[src/rtl/fixed_point_addsub_pipe.sv]
// Two-stage pipelined fixed-point adder/subtractor with valid/ready on both sides.
// Operands are {signed integer, unsigned fraction} concatenations. Arithmetic runs on
// the full concatenation, so any carry or borrow between the fraction and integer
// parts happens automatically.
//
// Handshake: a transfer happens on a rising edge where valid && ready.
// The producer holds valid and its data until that edge. The consumer may change
// ready at any time. This block never drops valid, and never changes the result,
// while out_valid && !out_ready.
module fixed_point_addsub_pipe #(
  parameter int INTEGER_WIDTH = 8,
  parameter int DECIMAL_WIDTH = 23,
  parameter bit SATURATE      = 1'b1
) (
  input  logic                     clk,
  input  logic                     rst,
  input  logic                     in_valid,
  output logic                     in_ready,
  input  logic                     op_sub,
  input  logic [INTEGER_WIDTH-1:0] float_a_integer,
  input  logic [DECIMAL_WIDTH-1:0] float_a_decimal,
  input  logic [INTEGER_WIDTH-1:0] float_b_integer,
  input  logic [DECIMAL_WIDTH-1:0] float_b_decimal,
  output logic                     out_valid,
  input  logic                     out_ready,
  output logic [INTEGER_WIDTH-1:0] result_integer,
  output logic [DECIMAL_WIDTH-1:0] result_decimal,
  output logic                     overflow
);

  localparam int W = INTEGER_WIDTH + DECIMAL_WIDTH;

  // The whole pipe advances together; it stalls only when a result is waiting
  // on the consumer. Bubbles are not squeezed out.
  logic en;
  assign en       = !(out_valid && !out_ready);
  assign in_ready = en;

  // Sign-extend both operands by one bit so the sum or difference is exact.
  logic [W:0] a_ext;
  logic [W:0] b_ext;
  logic [W:0] sum_next;
  assign a_ext    = {float_a_integer[INTEGER_WIDTH-1], float_a_integer, float_a_decimal};
  assign b_ext    = {float_b_integer[INTEGER_WIDTH-1], float_b_integer, float_b_decimal};
  assign sum_next = op_sub ? (a_ext - b_ext) : (a_ext + b_ext);

  logic       s1_valid;
  logic [W:0] s1_sum;

  // Stage 1: capture the exact W+1-bit sum together with its valid bit.
  always_ff @(posedge clk) begin
    if (rst) begin
      s1_valid <= 1'b0;
      s1_sum   <= '0;
    end else if (en) begin
      s1_valid <= in_valid;
      s1_sum   <= sum_next;
    end
  end

  // The result overflows when the extra sign bit disagrees with the W-bit sign bit.
  logic         s1_ovf;
  logic [W-1:0] s1_res;
  logic [W-1:0] sat_max;
  logic [W-1:0] sat_min;
  assign sat_max = {1'b0, {(W-1){1'b1}}};
  assign sat_min = {1'b1, {(W-1){1'b0}}};
  assign s1_ovf  = s1_sum[W] ^ s1_sum[W-1];

  // Overflow handling: clamp toward the sign of the true result, or wrap to W bits.
  always_comb begin
    s1_res = s1_sum[W-1:0];
    if (SATURATE && s1_ovf) begin
      s1_res = s1_sum[W] ? sat_min : sat_max;
    end
  end

  // Stage 2: register the final result, the overflow flag and out_valid.
  always_ff @(posedge clk) begin
    if (rst) begin
      out_valid      <= 1'b0;
      overflow       <= 1'b0;
      result_integer <= '0;
      result_decimal <= '0;
    end else if (en) begin
      out_valid      <= s1_valid;
      overflow       <= s1_ovf;
      result_integer <= s1_res[W-1:DECIMAL_WIDTH];
      result_decimal <= s1_res[DECIMAL_WIDTH-1:0];
    end
  end

endmodule

[config.mk]
export PLATFORM = sky130hd
export DESIGN_NAME = fixed_point_addsub_pipe
export DESIGN_NICKNAME = d
export VERILOG_FILES = /design/src/rtl/fixed_point_addsub_pipe.sv
export SDC_FILE = /design/constraint.sdc
export NUM_CORES = 1
export LEC_CHECK = 0
export ABC_AREA = 1
export ABC_CLOCK_PERIOD_IN_PS = 5100
export CAP_MARGIN = 20
export CORE_MARGIN = 2
export CORE_UTILIZATION = 27
export CTS_CLUSTER_DIAMETER = 100
export DETAILED_ROUTE_END_ITERATION = 8
export PLACE_DENSITY = 0.51
export SLEW_MARGIN = 20
export SYNTH_ARGS = -nofsm -noshare
export SYNTH_HDL_FRONTEND = slang
export SYNTH_SLANG_ARGS = --single-unit
[constraint.sdc]
create_clock -name clk -period 5.1 [get_ports clk]
set_input_delay 1.53 -clock clk [delete_from_list [all_inputs] [get_ports clk]]
set_output_delay 1.53 -clock clk [all_outputs]
set_load 0.02 [all_outputs]
==> results of run 1 <==
==> Yosys cell counts <==
cell type  number
nand2_1       291
inv_1         194
nor2_1         87
o21ai_0        71
dfxtp_1        66
a21oi_1        63
nand3_1        58
ha_1           34
xor2_1         31
clkbuf_1       18
o21bai_1       16
nand2_2        11
nand4_1        11
nor2_2         10
xnor2_1         8
buf_2           7
nor3_1          7
inv_2           5
nand3b_1        4
nor3_2          4
or2_0           3
clkinv_1        2
o21ai_1         2
a21o_1          1
a21oi_4         1
a31oi_1         1
buf_1           1
fa_1            1
nand2_4         1
nand3_2         1
nor2_4          1
nor3b_1         1
o31ai_1         1
or2_1           1
or2_2           1
==> per-layer routing <==
layer	global-route usage, %	vias to the layer above	wire (µm)
li1	-	3316	-
met1	23.77	2642	9502
met2	24.23	144	7330
met3	1.826	15	734
met4	4.630	0	238
met5	0	-	0
==> cell type report <==
type	count	area [µm²]
Clock buffer	11	242.7
Clock inverter	1	5.005
Fill cell	2433	14170
Inverter	201	754.5
Multi-Input combinational cell	722	3711
Sequential cell	66	1321
Tap cell	280	350.3
Timing Repair Buffer	108	1061
==> power breakdown <==
part           internal, µW  switching (µW)
combinational           353             544
clock                   329             195
sequential              613            52.2
==> critical path, cell delays in order <==
cell and delay [ps]:
clkdlybuf4s50_1 450, inv_1 100, ha_1 220, nand2_2 80
nor2_4 170, nand2_1 110, nor2_1 120, nand4_1 170
nor2_2 200, a21oi_1 110, nor2_1 100, nor2_1 60
ha_1 360, nand2_1 120, nor2_1 250, nand2_1 150
nor3_1 150, nand2_1 120, nand3_1 100, nand3_1 140
nand2_1 110, inv_1 40
==> kinds of logic (layout without fill, tap and decap cells) <==
kind of cell    after synthesis  after routing  share of synthesized area [%]
simple gates                492            492                          35.39
flops                        66             66                          22.42
compound gates              156            156                          14.23
fa+ha+maj                    35             35                          7.558
buf+inv                     227            321                          14.61
xor+xnor                     39             39                          5.796
==> state kept, by name, summed over array words and instances (netlist names) <==
| register | flops |
|---|---|
| out_valid | 1 |
| s1_sum | 32 |
| overflow | 1 |
| s1_valid | 1 |
| result_decimal | 23 |
| result_integer | 8 |
==> through the flow <==
step / utilization [%] / instances
after global routing: 34.44 / 1389
after floorplan: - / 1015
after CTS: 34.44 / 1389
after detailed placement: 33.29 / 1377
after global placement: 33.29 / 1377
final: 34.44 / 1389
==> final timing paths <==
| check | to | slack (ps) | depth (start not counted) | startpoint |
|---|---|---|---|---|
| setup / recovery | s1_sum[26]$_SDFFE_PP0N_ | 360 | 22 | float_b_decimal[0] |
| hold / removal | result_decimal[3]$_SDFFE_PP0N_ | 450 | 2 | s1_sum[3]$_SDFFE_PP0N_ |
| setup reg to reg | result_decimal[7]$_SDFFE_PP0N_ | 2950 | 6 | s1_sum[30]$_SDFFE_PP0N_ |
| hold reg to reg | result_decimal[3]$_SDFFE_PP0N_ | 450 | 2 | s1_sum[3]$_SDFFE_PP0N_ |
==> run metrics, run 1 <==
outcome finished, final reports clean; Post-DRT Antenna Nets 0; syn nets roughly 1100; CTS Sinks 66; relative slew slack 35.93%; Cell Pwr Density 280.3 mW/mm²; Final Worst Setup Slack 358.3 ps; pre-CTS WS 95.47 ps; CTS tree yes; Root Buffer clkbuf_16; cts repair resizes 0; Static Leak between 0.003 and 0.004 µW; top-area cell type share of the netlist area roughly 22%; Yosys cell types 35; final hold violation count 0; largest net degree at the start of global routing 87; largest cells by area after synthesis dfxtp_1 22%, nand2_1 19%, inv_1 12%; Netlist Area Pre-Place 0.005893 mm²; post-synth top area cell dfxtp_1; Die Y-Extent 151.7 µm; max frequency roughly 210 MHz; synthesized flop and latch total 66; Post-DP Area 0.007198 mm²; layout cells sized above 1 4.869%; # Max-Cap Violations 0; global-route usage over all layers 16.02%; clock-pin slew on the worst setup and hold paths 50 ps; Synth Instances 1015; most common cell after layout, fill and taps aside nand2_1; # DRC 0; Post-CTS Setup Inserts 0; most frequent cells in the layout 291 x nand2_1, 194 x inv_1, 100 x clkdlybuf4s50_1; Core Box Area 0.02162 mm²; Hold WC Path Type flip-flop to flip-flop; type of origin of the critical path primary input; placer's final routability congestion estimate 0.8680; row cnt 54; cts-stage hold buffer count 0; vias in the first global route a little under 6000; unrepaired setup endpoints after global routing no; Clk Latency, worst-skew pair 320 ps; Post-Route Setup TNS 0 ps; Yosys warning count 0; antenna cells 0; initial cell density of the core 27.26%; initial antenna violation count 0; DR iter-0 viols 305; port buffer count 100; final setup vio count 0; CTS H-tree depth 3; WHS 453.3 ps; slew of the pin with the lowest slew margin 961.1 ps; Area Overhead vs Synth 26.35%; CP Capture Type flip-flop; overall power ~2100 µW; nets@finish roughly 1200; Die W 151.7 µm; cts bufs inserted 9; I/O pin cnt around 100; Slew Limit Fails 0; Max Buffers Root-to-Sink 2; crit-path max FO 5; first-pass GRT wire length 29.24 mm; syn avg cell area 5.806 µm²; critical path class primary input to flip-flop; final WL approximately 18 mm; routed vias/inst 4.404; arrival time worst endpoint 4960 ps; GR Overflow Total 0; shortest period the worst path allows 4742 ps; die area 0.02302 mm²; Final Cycle Share between 90% and 100%; Max VDD drop between 0.1 and 0.15 mV; post-detail-place hpwl approximately 15 mm; WL/cell 12.82 µm; Worst Skew approximately 4.1 ps; vias 6117; Detailed Routing Iterations Pass 1 4; Finished Cell Area 0.007446 mm²; post-synthesis sequential area ratio 22.42%; Critical Path RT 5320 ps
Power figures use the tool's default switching activity.
==> inputs of run 2 (changes only) <==
--- a/config.mk
+++ b/config.mk
@@ -6,7 +6,7 @@
 export NUM_CORES = 1
 export LEC_CHECK = 0
 export ABC_AREA = 1
-export ABC_CLOCK_PERIOD_IN_PS = 5100
+export ABC_CLOCK_PERIOD_IN_PS = 5770
 export CAP_MARGIN = 20
 export CORE_MARGIN = 2
 export CORE_UTILIZATION = 27
==> constraint.sdc (replaced) <==
create_clock -name clk -period 5.77 [get_ports clk]
set_input_delay 1.731 -clock clk [delete_from_list [all_inputs] [get_ports clk]]
set_output_delay 1.731 -clock clk [all_outputs]
set_load 0.02 [all_outputs]
==> run 2 against run 1 <==
Die area is the same. Sequential cell count did not move. Via count is 0.83% higher. Global-route usage fell by 0.089 points. Clock skew grew 2.4 ps. Core utilization increased by 0.24 points. Setup slack gained 530 ps. Critical path type unchanged. Critical endpoint unchanged. Largest power group unchanged. Highest routed layer unchanged.
==> run metrics, run 2 (same netlist as run 1, synthesis figures left out) <==
CTS Sinks 66 (unchanged); DR iter-0 viols 372 (was 305); cts bufs inserted 9 (unchanged); relative slew slack 33.32% (was 35.93%); vias 6168 (was 6117); Hold WC Path Type flip-flop to flip-flop (unchanged); Critical Path RT 6000 ps (was 5320 ps); logic gate share of total power 40.1% (was 43.0%); most common cell after layout, fill and taps aside nand2_1 (unchanged); CP Capture Type flip-flop (unchanged); cts repair resizes 0 (unchanged); reg-to-reg endpoint result_integer[6]$_SDFFE_PP0N_ (was result_decimal[7]$_SDFFE_PP0N_); post-detail-place hpwl 14.45 mm (was 14.53 mm); global-route usage over all layers 15.93% (was 16.02%); top flop regs s1_sum: 32 flops, result_decimal: 23 flops, result_integer: 8 flops (unchanged); worst hold endpoint result_decimal[8]$_SDFFE_PP0N_ (was result_decimal[3]$_SDFFE_PP0N_); Area Overhead vs Synth 27.24% (was 26.35%); shortest period the worst path allows 4882 ps; outcome finished, final reports clean (unchanged); switching share of total power 36.50% (was 37.92%); initial cell density of the core 27.26% (unchanged); Largest Register s1_sum (unchanged); antenna cells 0 (unchanged); max reg flops 32 (unchanged); I/O pin cnt 101 (unchanged); Final Cycle Share about 85%; Seq pwr share 29.8% (was 31.9%); depth of the most critical reg-to-reg path 6 (unchanged); WHS Path Cells 2 (unchanged); # DRC 0 (unchanged); Core Box Area 0.02162 mm² (unchanged); crit-path max FO 5 (unchanged); placer's final routability congestion estimate 0.8948 (was 0.8680); WL/cell 12.84 µm (was 12.82 µm); most frequent cells in the layout 291 x nand2_1, 194 x inv_1, 100 x clkdlybuf4s50_1 (unchanged); layout cells sized above 1 4.959% (was 4.869%); port buffer count 100 (unchanged); nets@finish 1206 (was 1210); Clk Latency, worst-skew pair 330 ps (was 320 ps); Slew Limit Fails 0 (unchanged); first-pass GRT wire length 29.10 mm (was 29.24 mm); # Max-Cap Violations 0 (unchanged); Pint 1251 µW (was 1296 µW); FILL cells 2505 (was 2433); launching point of the worst reg2reg path s1_sum[30]$_SDFFE_PP0N_ (unchanged); Finished Core Util 34.68% (was 34.44%); CTS tree yes (unchanged); Post-Route Setup TNS 0 ps (unchanged); largest net degree at the start of global routing 87 (unchanged); routed vias/inst 4.441 (was 4.404); hold path startpoint s1_sum[8]$_SDFFE_PP0N_ (was s1_sum[3]$_SDFFE_PP0N_); switching power 719.0 µW (was 791.2 µW); Detailed Routing Iterations Pass 1 5 (was 4); critical path class primary input to flip-flop (unchanged); Clk network pwr share 30.1% (was 25.1%); r2r setup slk 2890 ps (was 2950 ps); final WL 17.84 mm (was 17.81 mm); arrival time worst endpoint 5110 ps (was 4960 ps); row cnt 54 (unchanged); GR Overflow Total 0 (unchanged); Post-DRT Antenna Nets 0 (unchanged); Die Y-Extent 151.7 µm (unchanged); Root Buffer clkbuf_16 (unchanged); Max VDD drop 0.1288 mV (was 0.1201 mV); Cell Pwr Density 262.7 mW/mm² (was 280.3 mW/mm²); clock-pin slew on the worst setup and hold paths 50 ps (about the same); CTS H-tree depth 3 (unchanged); Static Leak 0.003926 µW (was 0.003902 µW); Post-CTS Setup Inserts 0 (unchanged); initial antenna violation count 0 (unchanged); Die W 151.7 µm (unchanged); unrepaired setup endpoints after global routing no (unchanged); max frequency 204.8 MHz; Worst Skew 6.521 ps (was 4.123 ps); Max Buffers Root-to-Sink 2 (unchanged); final hold violation count 0 (unchanged); vias in the first global route 5765 (was 5845); slew of the pin with the lowest slew margin 1000 ps (was 961.1 ps); final setup vio count 0 (unchanged); type of origin of the critical path primary input (unchanged); cts-stage hold buffer count 0 (unchanged); die area 0.02302 mm² (unchanged)
[run 2: changes by cell type in the layout (fill, tap and decap cells not counted)]
cell       change
bufinv_16      +2
clkinv_1       -1
inv_2          +1
clkbuf_8       +1
buf_4          -4
clkinv_4       +1
[run 2: worst max-delay path by stage]
stage / start / endpoint / slack [ps] / cells past startpoint
6_report: float_b_decimal[0] / s1_sum[26]$_SDFFE_PP0N_ / 890 / 22
5_1_grt: float_b_decimal[0] / s1_sum[26]$_SDFFE_PP0N_ / 610 / 22
4_1_cts: float_b_decimal[0] / s1_sum[26]$_SDFFE_PP0N_ / 910 / 22
3_5_place_dp: float_b_decimal[0] / s1_sum[26]$_SDFFE_PP0N_ / 610 / 22
3_3_place_gp: float_b_decimal[0] / s1_sum[26]$_SDFFE_PP0N_ / 580 / 22
2_1_floorplan: out_ready / in_ready / 1620 / 4
[run 2: power by group through the flow]
stage                     Sequential [µW]  Combinational [µW]  Clock [µW]
after global placement                598                 789           0
after floorplan                       637                 453           0
after global routing                  598                 894         623
final                                 587                 789         593
after CTS                             589                 794         605
after detailed placement              597                 790           0
[run 2: through the flow]
stage / hold slack, ps / setup WS (ps) / area, µm² / total power (µW) / cells
2_1_floorplan: 425.7 / 1622 / 5893 / 1090 / 1015
3_3_place_gp: 446.0 / 584.8 / 7168 / 1387 / 1373
3_5_place_dp: 447.1 / 611.5 / 7168 / 1387 / 1373
4_1_cts: 456.5 / 911.9 / 7498 / 1988 / 1389
5_1_grt: 473.6 / 611.2 / 7498 / 2114 / 1389
6_report: 455.7 / 888.1 / 7498 / 1970 / 1389
[run 2: layout make-up]
cell class                      instances  area, µm²  area share (%)
Timing Repair Buffer                  104       1031           13.75
Tap cell                              280      350.3           4.672
Multi-Input combinational cell        722       3711           49.49
Clock inverter                          4      73.82          0.9845
Inverter                              201      754.5           10.06
Sequential cell                        66       1321           17.62
Clock buffer                           12      256.5           3.421
[run 2: metal layers]
metal	up-vias	share of wire, %	GRT usage (%)
met5	-	0	0
met4	0	1.8	5.000
met3	18	4.1	1.287
met2	154	41	24.21
met1	2677	53	23.71
li1	3319	-	-
[run 2: worst max-delay path, stage by stage]
cell and delay [ps]:
clkdlybuf4s50_1 470, inv_1 110, ha_1 210, nand2_2 80, nor2_4 170, nand2_1 110, nor2_1 130, nand4_1 160
nor2_2 170, a21oi_1 110, nor2_1 100, nor2_1 50, ha_1 360, nand2_1 120, nor2_1 240, nand2_1 140
nor3_1 150, nand2_1 90, nand3_1 90, nand3_1 150, nand2_1 110, inv_1 40
